<file path="config.mk">
export PLATFORM = sky130hd
export DESIGN_NAME = regfile8_onehot
export DESIGN_NICKNAME = d
export VERILOG_FILES = /design/src/rtl/regfile8_onehot.sv
export SDC_FILE = /design/constraint.sdc
export NUM_CORES = 1
export LEC_CHECK = 0
export ABC_AREA = 1
export CORE_ASPECT_RATIO = 0.7
export CORE_MARGIN = 8
export CORE_UTILIZATION = 56
export CTS_BUF_LIST = sky130_fd_sc_hd__clkbuf_8
export DETAILED_ROUTE_END_ITERATION = 12
export DONT_BUFFER_PORTS = 1
export PLACE_DENSITY = 0.71
export SKIP_LAST_GASP = 1
export SLEW_MARGIN = 20
export SYNTH_ARGS = -nofsm -noshare
export SYNTH_HDL_FRONTEND = slang
export SYNTH_SLANG_ARGS = --single-unit
</file>
<file path="constraint.sdc">
create_clock -name clk -period 5.3 [get_ports clk]
set_clock_uncertainty 0.15 [all_clocks]
set_input_delay 0.53 -clock clk [delete_from_list [all_inputs] [get_ports clk]]
set_output_delay 0.53 -clock clk [all_outputs]
set_load 0.02 [all_outputs]
</file>
<file path="src/rtl/regfile8_onehot.sv">
// regfile8_onehot: 8x WIDTH register file, two async read ports, one-hot write port with select check.
// Optional macro RF_BYPASS_EN forwards a valid write to matching read ports in the same cycle.
module regfile8_onehot #(
  parameter int WIDTH = 16
) (
  input  logic             clk,
  input  logic             rst,
  input  logic             wr_en,
  input  logic [7:0]       wr_sel,
  input  logic [WIDTH-1:0] wr_data,
  input  logic [2:0]       rd_addr1,
  input  logic [2:0]       rd_addr2,
  output logic [WIDTH-1:0] rd_data1,
  output logic [WIDTH-1:0] rd_data2,
  output logic             sel_err,
  output logic [7:0]       wr_count
);
  logic [WIDTH-1:0] regs [8];
  logic sel_ok;
  logic we;
  // exactly one bit set: nonzero and clearing the lowest set bit leaves nothing
  assign sel_ok = (wr_sel != 8'd0) && ((wr_sel & (wr_sel - 8'd1)) == 8'd0);
  assign we = wr_en && sel_ok;
  always_ff @(posedge clk or posedge rst) begin
    if (rst) begin
      for (int i = 0; i < 8; i++) regs[i] <= '0;
      sel_err <= 1'b0;
      wr_count <= 8'd0;
    end else begin
      sel_err <= wr_en && !sel_ok;
      if (we) begin
        for (int i = 0; i < 8; i++) if (wr_sel[i]) regs[i] <= wr_data;
        wr_count <= wr_count + 8'd1;
      end
    end
  end
`ifdef RF_BYPASS_EN
  always_comb begin
    rd_data1 = (we && wr_sel[rd_addr1]) ? wr_data : regs[rd_addr1];
    rd_data2 = (we && wr_sel[rd_addr2]) ? wr_data : regs[rd_addr2];
  end
`else
  always_comb begin
    rd_data1 = regs[rd_addr1];
    rd_data2 = regs[rd_addr2];
  end
`endif
endmodule

</file>
After elaboration in Yosys (flattened, before gate mapping):

Index checks and enable logic that the tools add are counted.

* bits in registers: 137
* input bits: 33
* output and inout port bits: 41
* word-level logic and storage cells: 37

* add/subtract/negate cells: 2
* order comparisons: 2
* muxes and demuxes: 6
* bitwise gates (word level): 3
* reductions and logical operators: 14

Operator list (number)
* $bmux 16 s3: 2
* $mux 16: 4
* $reduce_and 2->1: 8
* $add 8x1->8 const B: 1
* $and 8x8->8: 1
* $ge 4x4->1 const B: 2
* $logic_not 8->1: 1
* $not 3->4: 2
* $reduce_bool 8->1: 1
* $sub 8x1->8 const B: 1
* $logic_and 1x1->1: 3
* $logic_not 1->1: 1

Longest topological paths before layout:

* depth in word-level cells: 6
* depth in mapped cells: 12
* gate-level depth less buffers: 9

Worst setup path after synthesis:

Ideal clock, no wire load.

* path type: input to output
* start: in rd_addr2[0]
* end: out rd_data2[1]
* arrival: 1.715 ns
* required time: 4.620 ns
* slack: 2.905 ns
* cell stages on the path: 6
* buffers on the path: 2
* path through: clkbuf_1 > clkbuf_1 > o21ai_0 > o21ai_0 > nor2_1 > a31oi_1

* cells in the longest elaborated chain, start to end: 4

RTL lines
* start: declaration: line 12 `input logic [2:0] rd_addr2,`
* $not 3->4 (implied by the code): line 45 `rd_data2 = regs[rd_addr2];`
* $bmux 16 s3: line 45
* $mux 16 (implied by the code) (2 in a row): line 45
* end: declaration: line 14 `output logic [WIDTH-1:0] rd_data2,`

Every way passes these cells. The select of a mux whose other input is x is not followed.

Final worst setup path:

* start: in rd_addr1[0]
* end: out rd_data1[14]

* cells in the longest elaborated chain, start to end: 4

RTL lines
* start: declaration: line 11 `input logic [2:0] rd_addr1,`
* $not 3->4 (implied by the code): line 44 `rd_data1 = regs[rd_addr1];`
* $bmux 16 s3: line 44
* $mux 16 (implied by the code) (2 in a row): line 44
* end: declaration: line 13 `output logic [WIDTH-1:0] rd_data1,`

Every way passes these cells. The select of a mux whose other input is x is not followed.

==> flow_metrics.tcl <==
set metrics [dict create \
    ys_top_cells_by_area "dfrtp_1 42%, nand2_1 15%, nand4_1 9.9%, o21ai_0 8.1%, a21oi_1 3.9%" \
    syn_avg_cell_area_um2 7.23 \
    final_cell_area_um2 8330 \
    violations "negative hold slack" \
    n_antenna_cell 0 \
    clock_latency_ns 0.46 \
    die-height_um 117 \
    power.density_nw_per_um2 305 \
    via_per_inst 6.24 \
    vdd_drop_max_v 0.000221 \
    vias 7701 \
    grt_first_pass_wirelength_um 39700 \
    status "finished with violations" \
    num_rows 36 \
    whs_ns -0.0257 \
    setup_tns_ns 0 \
    cellLeakagePower_nw 3.98 \
    worstPathCellList "inv_1 -> nor2_1 -> o21ai_0 -> nor2_1 -> a31oi_1" \
    cpMostUsedCell "nor2_1" \
    dr.pass1.iters 5 \
    finalHoldViolCount 14 \
    yosysUniqueCellTypes 25 \
    period_needed_ns 2.77 \
    initial_core_util 0.578 \
    grt_pass1_vias 7043 \
    cts_max_level 4 \
    drt_iter0_drc 966 \
    fillCellCount 1353 \
    setup_viol 0 \
    fin_nets 1065 \
    fin_util 0.593 \
    place.port_buffers 0 \
    seq_area_frac_synth 0.422 \
    area_growth_pct 2.64 \
    gp_congestion 0.886 \
    ant_nets 0 \
    synthMuxAreaShare 0 \
    synth_area_um2 8120 \
    mostFrequentLayoutCell "nand2_1" \
    critPathLaunchType "primary input" \
    gr-total-overflow 0 \
    clock_sinks 137 \
    synth_compound_area_frac 0.175 \
    grt_start_max_net_pins 145 \
    syn_inst 1123 \
    synthAdderAreaFrac 0.00154 \
    synth-xor-area-share 0.00647 \
    reg2regPathDepth 4 \
    drv_cap 0 \
    yosys.area_share.simple 0.299 \
    io_pins 74 \
    cts_tree "done" \
    path_class "primary input to output port" \
    slew_viol_final 0 \
    layout_common_cells "319 x nand2_1, 137 x dfrtp_1, 131 x o21ai_0" \
    synth_nets 1157 \
    min_path_type "primary input to asynchronous set/reset pin" \
    cp_max_fo 113 \
    cts_root_buf "clkbuf_8" \
    cp.required_ns 4.62 \
    synth_top_family_by_area "simple AND/OR/NAND/NOR gates" \
    ff2ff_setup_slack_ns 3.77 \
    final.period_utilization 0.523 \
    r2r_start "wr_count[2]$_DFFE_PP0P_" \
    slowest_stage "inv_1" \
    cts_resized 0 \
    antenna_found_initial 0 \
    dieWidth_um 160 \
    clock_path_buffers 2 \
    timing.rr.end "wr_count[5]$_DFFE_PP0P_" \
    synth.top_cell.area_share 0.422 \
    die-area_um2 18700 \
    worst_setup_path_end_kind "output port" \
    tightest_slew_ns 0.953 \
    track_usage 0.269 \
    dpl_cell_area_um2 7850 \
    multi_input_area_um2 3910 \
    post_drt_wl_per_cell_um 20.0 \
    seq_area_um2 3430 \
    dp_hpwl_um 14400 \
    cts_made_buffers 17 \
    postCtsSetupBuffers 0 \
    critical-path-max-stage-delay_ns 0.55 \
    synth_area_leader_cell "dfrtp_1" \
    wl_um 24700 \
    core_um2 14100 \
    post-route-drc-count 0 \
    rsz0062_at_grt "no" \
    totalPowerFinal_mw 2.54 \
    cts_hold_buffers 0 \
    synth_seq_cells 137 \
    drive_gt1_frac 0.0412 \
    slew_headroom 0.365 \
    clk_pin_slew_ns 0.07 \
    fmax_mhz 360 \
    arrival_ns 2.09 \
    yosys_warnings 0 \
]
cells in the mapped netlist, drive strengths merged:
| library cell | instances |
|---|---|
| buf | 43 |
| a31oi | 32 |
| dfrtp | 137 |
| nor2 | 75 |
| xnor2 | 3 |
| o211ai | 32 |
| nand2 | 320 |
| a21oi | 64 |
| nand4 | 128 |
| ha | 1 |
| inv | 60 |
| nor3 | 1 |
| or2 | 1 |
| xor2 | 3 |
| o21ai | 131 |
| clkbuf | 74 |
| nand3 | 18 |
worst max-delay path, delay by kind of cell:
kind	cells	cell delay (ns)
AO/OA/AOI/OAI	2	0.81
buffers and inverters	1	0.55
AND/OR/NAND/NOR	2	0.17
metrics by stage:
| stage | setup slack, ns | cells |
|---|---|---|
| floorplan | 0.952 | 1123 |
| global placement | 2.41 | 1202 |
| detailed placement | 2.37 | 1202 |
| CTS | 2.56 | 1234 |
| global route | 2.40 | 1234 |
| finish | 2.53 | 1234 |
layout make-up:
class | count | share of cell area
Multi-Input combinational cell | 809 | 0.469
Clock inverter | 13 | 0.0267
Timing Repair Buffer | 6 | 0.00541
Clock buffer | 19 | 0.0314
Inverter | 60 | 0.0276
Tap cell | 190 | 0.0285
Sequential cell | 137 | 0.412
how the worst max path moves through the flow:
| stage | start | end | cells past startpoint |
|---|---|---|---|
| detailed placement | wr_sel[5] | regs[92]$_DFFE_PP0P_ | 9 |
| floorplan | rst | regs[0]$_DFFE_PP0P_ | 1 |
| finish | rd_addr1[0] | rd_data1[14] | 5 |
| global placement | wr_sel[5] | regs[82]$_DFFE_PP0P_ | 9 |
| CTS | rd_addr1[0] | rd_data1[15] | 5 |
| global route | rd_addr1[0] | rd_data1[14] | 5 |
per-layer routing:
layer | global-route usage | wire, µm
met4 | 0.0974 | 681
met5 | 0 | 0
met3 | 0.0782 | 2490
met2 | 0.398 | 10700
met1 | 0.369 | 10800
logic make-up after synthesis:
| group | after synthesis |
|---|---|
| AOI/OAI and AO/OA | 259 |
| xor gates and xnor gates | 6 |
| adders and majority gates | 1 |
| buffers and inverters | 177 |
| DFF | 137 |
| and+or+nand+nor | 543 |
report_power, final:
part | switching (mW) | total, mW | internal, mW
combinational | 0.194 | 0.291 | 0.0970
clock | 0.420 | 1.05 | 0.629
sequential | 0.0672 | 1.20 | 1.13
sequential cells by signal, indices dropped and copies added (netlist names):
register and count:
regs 128, wr_count 8, sel_err 1
Power figures use the tool's default switching activity.
